<file path="config.mk">
export PLATFORM = sky130hd
export DESIGN_NAME = serial_mult_ctrl
export DESIGN_NICKNAME = d
export VERILOG_FILES = /design/src/rtl/serial_mult_pkg.sv /design/src/rtl/fulladder.sv /design/src/rtl/serial_mult_ctrl.sv
export SDC_FILE = /design/constraint.sdc
export NUM_CORES = 1
export LEC_CHECK = 0
export ABC_AREA = 1
export CAP_MARGIN = 20
export CORE_MARGIN = 2
export CORE_UTILIZATION = 55
export CTS_CLUSTER_SIZE = 8
export DETAILED_ROUTE_END_ITERATION = 16
export GPL_TIMING_DRIVEN = 0
export PLACE_DENSITY = 0.8
export SLEW_MARGIN = 10
export SYNTH_ARGS = -nofsm -noshare
export SYNTH_HDL_FRONTEND = slang
export SYNTH_SLANG_ARGS = --single-unit
</file>
<file path="constraint.sdc">
create_clock -name clk -period 3.58 [get_ports clk]
set_input_delay 1.074 -clock clk [delete_from_list [all_inputs] [get_ports clk]]
set_output_delay 1.074 -clock clk [all_outputs]
set_load 0.01 [all_outputs]
</file>
<file path="src/rtl/serial_mult_pkg.sv">
// Shared definitions for the bit-serial multiplier: FSM state codes and sizing helpers.
package serial_mult_pkg;

    typedef logic [1:0] state_t;

    localparam state_t ST_IDLE  = 2'd0;
    localparam state_t ST_ADD   = 2'd1;
    localparam state_t ST_SHIFT = 2'd2;
    localparam state_t ST_DONE  = 2'd3;

    // Accept-to-valid latency when every iteration runs all of its add cycles.
    function automatic int lat_fixed(input int w);
        return w * (w + 1);
    endfunction

    function automatic int cnt_w(input int w);
        return $clog2(w + 1);
    endfunction

endpackage

</file>
<file path="src/rtl/fulladder.sv">
// One-bit full adder; the multiplier's only adding element.
module fulladder (
    input  logic a,
    input  logic b,
    input  logic cin,
    output logic s,
    output logic cout
);

    assign s    = a ^ b ^ cin;
    assign cout = (a & b) | (cin & (a ^ b));

endmodule

</file>
<file path="src/rtl/serial_mult_ctrl.sv">
// Bit-serial shift-and-add unsigned multiplier built around a single full adder.
// Optional build macro SERIAL_MULT_SKIP_ZERO_EN skips the add pass for multiplier bits that are 0.
module serial_mult_ctrl
    import serial_mult_pkg::*;
#(
    parameter int WIDTH = 4
) (
    input  logic               clk,
    input  logic               rst_n,
    input  logic               in_valid,
    output logic               in_ready,
    input  logic [WIDTH-1:0]   in_a,
    input  logic [WIDTH-1:0]   in_b,
    output logic               out_valid,
    input  logic               out_ready,
    output logic [2*WIDTH-1:0] out_p,
    output logic               busy
);

    localparam int CNT_W = cnt_w(WIDTH);

`ifdef SERIAL_MULT_SKIP_ZERO_EN
    localparam bit SKIP_ZERO = 1'b1;
`else
    localparam bit SKIP_ZERO = 1'b0;
`endif

    state_t             r_state;
    logic [WIDTH-1:0]   r_a;
    logic [WIDTH-1:0]   r_h;
    logic [WIDTH-1:0]   r_l;
    logic               r_c;
    logic [CNT_W-1:0]   r_bit_cnt;
    logic [CNT_W-1:0]   r_it_cnt;
    logic [2*WIDTH-1:0] r_out_p;

    logic             w_sum;
    logic             w_cout;
    logic [WIDTH-1:0] w_h_shift;
    logic [WIDTH-1:0] w_l_shift;

    fulladder u_fa (
        .a    (r_h[0]),
        .b    (r_a[0] & r_l[0]),
        .cin  (r_c),
        .s    (w_sum),
        .cout (w_cout)
    );

    // {c,H,L} >> 1 with a zero shifted in above the carry; written with shifts so WIDTH=1 works.
    assign w_h_shift = (r_h >> 1) | (WIDTH'(r_c)    << (WIDTH - 1));
    assign w_l_shift = (r_l >> 1) | (WIDTH'(r_h[0]) << (WIDTH - 1));

    // NOTE: state registers use non-blocking assignments so every register samples pre-edge values.
    always_ff @(posedge clk or negedge rst_n) begin
        if (!rst_n) begin
            r_state   <= ST_IDLE;
            r_a       <= '0;
            r_h       <= '0;
            r_l       <= '0;
            r_c       <= 1'b0;
            r_bit_cnt <= '0;
            r_it_cnt  <= '0;
            r_out_p   <= '0;
        end else begin
            case (r_state)
                ST_IDLE: begin
                    if (in_valid) begin
                        r_a       <= in_a;
                        r_h       <= '0;
                        r_l       <= in_b;
                        r_c       <= 1'b0;
                        r_bit_cnt <= '0;
                        r_it_cnt  <= '0;
                        r_state   <= (SKIP_ZERO && !in_b[0]) ? ST_SHIFT : ST_ADD;
                    end
                end
                ST_ADD: begin
                    r_h       <= (r_h >> 1) | (WIDTH'(w_sum) << (WIDTH - 1));
                    r_a       <= (r_a >> 1) | (r_a << (WIDTH - 1));
                    r_c       <= w_cout;
                    r_bit_cnt <= r_bit_cnt + CNT_W'(1);
                    if (r_bit_cnt == CNT_W'(WIDTH - 1)) begin
                        r_state <= ST_SHIFT;
                    end
                end
                ST_SHIFT: begin
                    r_h       <= w_h_shift;
                    r_l       <= w_l_shift;
                    r_c       <= 1'b0;
                    r_bit_cnt <= '0;
                    r_it_cnt  <= r_it_cnt + CNT_W'(1);
                    if (r_it_cnt == CNT_W'(WIDTH - 1)) begin
                        r_out_p <= {w_h_shift, w_l_shift};
                        r_state <= ST_DONE;
                    end else begin
                        r_state <= (SKIP_ZERO && !w_l_shift[0]) ? ST_SHIFT : ST_ADD;
                    end
                end
                ST_DONE: begin
                    if (out_ready) begin
                        r_state <= ST_IDLE;
                    end
                end
                default: r_state <= ST_IDLE;
            endcase
        end
    end

    assign in_ready  = (r_state == ST_IDLE);
    assign out_valid = (r_state == ST_DONE);
    assign busy      = (r_state == ST_ADD) || (r_state == ST_SHIFT);
    assign out_p     = r_out_p;

endmodule
</file>
Word level (Yosys, flattened, before mapping)
Index checks and enable logic that the tools add are counted.
{"block": "classes", "n_addsub": 2, "eq_ne": 8, "n_mux": 16, "bitwise": 10, "reduce_logical": 10}
{"operator": "$or A3 B4 Y4", "n": 4}
{"operator": "$pmux W4 S2", "n": 2}
{"operator": "$mux W4", "n": 3}
{"operator": "$pmux W4 S3", "n": 1}
{"operator": "$pmux W3 S3", "n": 1}
{"operator": "$mux W2", "n": 4}
{"operator": "$pmux W2 S4", "n": 1}
{"operator": "$reduce_and A2 Y1", "n": 4}
{"operator": "$add A3 B1 Y3 const B", "n": 2}
{"operator": "$eq A3 B2 Y1 const B", "n": 2}
{"operator": "$pmux W3 S2", "n": 1}
{"operator": "$eq A2 B2 Y1 const B", "n": 2}
{"operator": "$ne A2 B2 Y1 const B", "n": 2}
{"operator": "$reduce_bool A2 Y1", "n": 2}
{"operator": "$and A1 B1 Y1", "n": 3}
{"operator": "$mux W3", "n": 1}
{"operator": "$pmux W1 S3", "n": 1}
{"operator": "$reduce_and A3 Y1", "n": 1}
{"operator": "$reduce_bool A3 Y1", "n": 1}
{"operator": "$eq A2 B1 Y1 const B", "n": 1}
{"operator": "$logic_not A2 Y1", "n": 1}
{"operator": "$ne A2 B1 Y1 const B", "n": 1}
{"operator": "$xor A1 B1 Y1", "n": 2}
{"operator": "$logic_or A1 B1 Y1", "n": 1}
{"operator": "other kinds (2)", "n": 2}
{"block": "word_totals", "register_bits": 29, "in_bits": 12, "output_inout_bits": 11, "wordCells": 54}

Longest topological paths before layout
{"block": "logic_depth", "word_depth": 5, "mapped_depth": 8, "mapped_depth_nobuf": 8}

Modules after synthesis
Synthesis repeated with hierarchy kept, for this count alone.
{"block": "unflattened", "cells_unflattened": 188, "hier_area_um2": 1500.2}
{"mod": "serial_mult_ctrl", "n_inst": 1, "cells_per_inst": 187, "area_per_inst_um2": 1480.2, "seq_area_each_um2": 725.7}
{"mod": "fulladder", "n_inst": 1, "cells_per_inst": 1, "area_per_inst_um2": 20.0, "seq_area_each_um2": 0.0}

Worst setup path after synthesis
Ideal clock, no wire load.
{"block": "synth_path", "path_type": "register to output", "from": "register r_state[0]", "to": "output busy", "arrival_ns": 0.842, "t_required_ns": 2.506, "slack_ns": 1.664, "stages_incl_launch_ff": 3, "path_buffers": 0, "cell_sequence": "dfrtp_1 > inv_1 > ha_1"}
{"block": "synth_between", "elab_chain_cells": 2, "elab_cells_between_ends": 3, "classes_between": "2 x eq/ne; 1 x reduce/logical"}
{"item": "from (decl)", "line_no": "serial_mult_ctrl.sv:28", "text": "state_t r_state;"}
{"item": "from (signal assigned)", "line_no": "serial_mult_ctrl.sv:75", "text": "r_state <= (SKIP_ZERO && !in_b[0]) ? ST_SHIFT : ST_ADD;"}
{"item": "from (signal assigned)", "line_no": "serial_mult_ctrl.sv:97", "text": "r_state <= (SKIP_ZERO && !w_l_shift[0]) ? ST_SHIFT : ST_ADD;"}
{"item": "$eq A2 B1 Y1 or $eq A2 B2 Y1 (tied branches)", "line_no": "serial_mult_ctrl.sv:112", "text": "assign busy = (r_state == ST_ADD) || (r_state == ST_SHIFT);"}
{"item": "$logic_or A1 B1 Y1 (*)", "line_no": "serial_mult_ctrl.sv:112"}
{"item": "to (decl)", "line_no": "serial_mult_ctrl.sv:17", "text": "output logic busy"}
Every way passes the cells marked *; elsewhere a longest branch is shown, timed or not.

Final worst setup path
Same ends and word-level chain as after synthesis.

==> flow_metrics.tcl <==
set metrics [dict create \
    status "finished clean" \
    drt_wl_total_um 2840 \
    drt_iter0_markers 26 \
    finalSetupViolCount 0 \
    pin_count 23 \
    period_share_pct 81.1 \
    p_leak_nw 0.970 \
    final_layout_size_suffix_gt1_share_pct 10.8 \
    async_flop_share_pct 100 \
    max-cap-violations 0 \
    cts_hold_buf 0 \
    hp-class "register to register" \
    cp.arrival_ns 1.83 \
    grtUsageTotal_pct 21.0 \
    crit_fanout 6 \
    clk_pin_slew_worst_paths_ns 0.10 \
    fin_hold_ws_ns 0.482 \
    ys_seq_elements 29 \
    nFillCells 206 \
    vias 1201 \
    grt_max_degree 16 \
    hpwl_um 2200 \
    end_kind "primary output" \
    postRouteAntennaNets 0 \
    ys.warnings.count 0 \
    cp-start-kind "register" \
    gr-total-overflow 0 \
    tightestPinTransition_ns 0.692 \
    crit_required_ns 2.51 \
    fp.dieW_um 56.2 \
    power-per-cell-area_nw_per_um2 768 \
    total_power_mw 1.44 \
    remaining_drc_errors 0 \
    netlist_instances 182 \
    cts_sinks 29 \
    rsz0062_at_grt "no" \
    grt_util_met2_pct 37.6 \
    start_util_pct 59.3 \
    tritoncts "yes" \
    synth_cell_types 16 \
    port-buffer-count 22 \
    multiInputGateArea_sq_um 662 \
    wl_per_cell_um 11.7 \
    ys_seq_area_share_pct 48.5 \
    critPathKind "register to primary output" \
    htree_levels 2 \
    grt_pass1_vias 1292 \
    chipHeight_um 56.2 \
    firstDrtPassIters 4 \
    top_usage_layer "met2" \
    netlist_area_sq_um 1500 \
    grt_antenna_before_repair 0 \
    use_met1_pct 23.1 \
    core.rowCount 18 \
    fin_skew_ns 0.00711 \
    gp_congestion 0.794 \
    grt_pass1_wl_um 5090 \
    fin_crit_ns 2.90 \
    post_cts_resized 0 \
    fin_setup_tns_ns 0 \
    synth_ff_type "dfrtp_1" \
    clock_latency_ns 0.33 \
    cts_root_buf "clkbuf_4" \
    area_delta_synth_final_pct 25.1 \
    hold_violations 0 \
    relSlewSlack_pct 53.7 \
    die_area_sq_um 3150 \
    cts_setup_buffers 0 \
    synth-edff-count 0 \
    cts-buffers-inserted 5 \
    peakVddDrop_mv 0.617 \
    synth_nets 204 \
    register_area_sq_um 726 \
    viasPerCell 4.94 \
    antennaDiodeCount 0 \
    fin_nets 234 \
    avgSynthCellArea_sq_um 8.22 \
    fmax_mhz 345 \
    clk_path_buf_depth 2 \
    core_area_sq_um 2520 \
    grtUsageMet3_pct 4.42 \
    slew_viol_final 0 \
]
-- area by class of cell --
type,count,share of cell area [%]
Inverter,18,3.61
Clock inverter,3,3.48
Sequential cell,29,38.8
Timing Repair Buffer,23,12.6
Tap cell,30,2.01
Clock buffer,5,2.01
Multi-Input combinational cell,131,35.4
Buffer,4,2.21
-- flip-flops by register name, summed over array words and instances (netlist names) --
name,count
r_bit_cnt,3
r_a,4
r_h,4
r_c,1
r_state,2
r_l,4
r_it_cnt,3
out_p,8
-- report_power, final --
part	switching [mW]	internal, mW
combinational	0.370	0.251
sequential	0.0629	0.421
clock	0.117	0.216
total	0.549	0.888
-- layer usage --
metal | wire length, um | part of all wire (%) | up-vias
li1 | - | - | 626
met2 | 1440 | 51 | 25
met4 | 55 | 1.9 | 0
met5 | 0 | 0 | -
met3 | 98 | 3.4 | 8
met1 | 1250 | 44 | 542
-- cell usage after synthesis, types with 2 or more instances --
master	count	share of area [%]
nand3_1	11	3.7
nand2_2	2	0.84
o21ai_1	4	1.3
inv_2	2	0.50
buf_4	2	1.0
inv_1	16	4.0
o21ai_0	11	3.7
nand2_4	3	2.3
ha_1	9	7.5
nand2_1	84	21
dfrtp_1	29	48
o21ai_2	3	1.8
nor2_1	3	0.75
-- final timing paths --
check | slack, ns | end | cells after the start | from
setup / recovery | 0.68 | busy | 3 | r_state[0]$_DFFE_PN0P_
hold / removal | 0.48 | out_p[6]$_DFFE_PN0P_ | 2 | out_p[6]$_DFFE_PN0P_
setup reg to reg | 2.10 | r_a[3]$_DFFE_PN0P_ | 7 | r_state[1]$_DFFE_PN0P_
hold reg to reg | 0.48 | out_p[6]$_DFFE_PN0P_ | 2 | out_p[6]$_DFFE_PN0P_
max in group asynchronous | 1.87 | r_a[0]$_DFFE_PN0P_ | 2 | rst_n
min in group asynchronous | 1.16 | r_l[2]$_DFFE_PN0P_ | 1 | rst_n
-- through the flow --
| stage | std cells | util [%] | setup slack [ns] | area [sq um] |
|---|---|---|---|---|
| finish | 243 | 74.2 | 0.677 | 1870 |
| global route | 243 | 74.2 | 0.586 | 1870 |
| CTS | 243 | 74.2 | 0.652 | 1870 |
| detailed placement | 235 | 70.1 | 1.02 | 1770 |
| global placement | 234 | 69.5 | 1.01 | 1750 |
| floorplan | 182 | - | 1.66 | 1500 |
-- cell usage in the layout (no fill, tap or decap) --
cell and n:
nand2_1 84, ha_1 9, buf_6 1, nand2_2 2, nand2_4 3, buf_8 2, dfrtp_1 29, o21ai_1 4
inv_2 2, clkdlybuf4s50_1 22, o21ai_0 11, clkbuf_4 5, nand3_1 11, bufinv_16 2, inv_1 16, clkinv_2 1
fa_1 1, o21ai_2 3, buf_4 2, nor2_1 3
-- logic make-up after synthesis --
| family | Yosys count | synth area share (%) |
|---|---|---|
| AOI/OAI and AO/OA | 18 | 6.77 |
| adders and majority gates | 10 | 8.86 |
| buffers and inverters | 22 | 7.27 |
| DFF | 29 | 48.5 |
| and+or+nand+nor | 103 | 28.6 |
-- critical path: stages, from the launching register on --
cell             delay, ns
dfrtp_1               0.45
inv_1                 0.09
ha_1                  0.39
clkdlybuf4s50_1       0.57
Power figures use the tool's default switching activity.
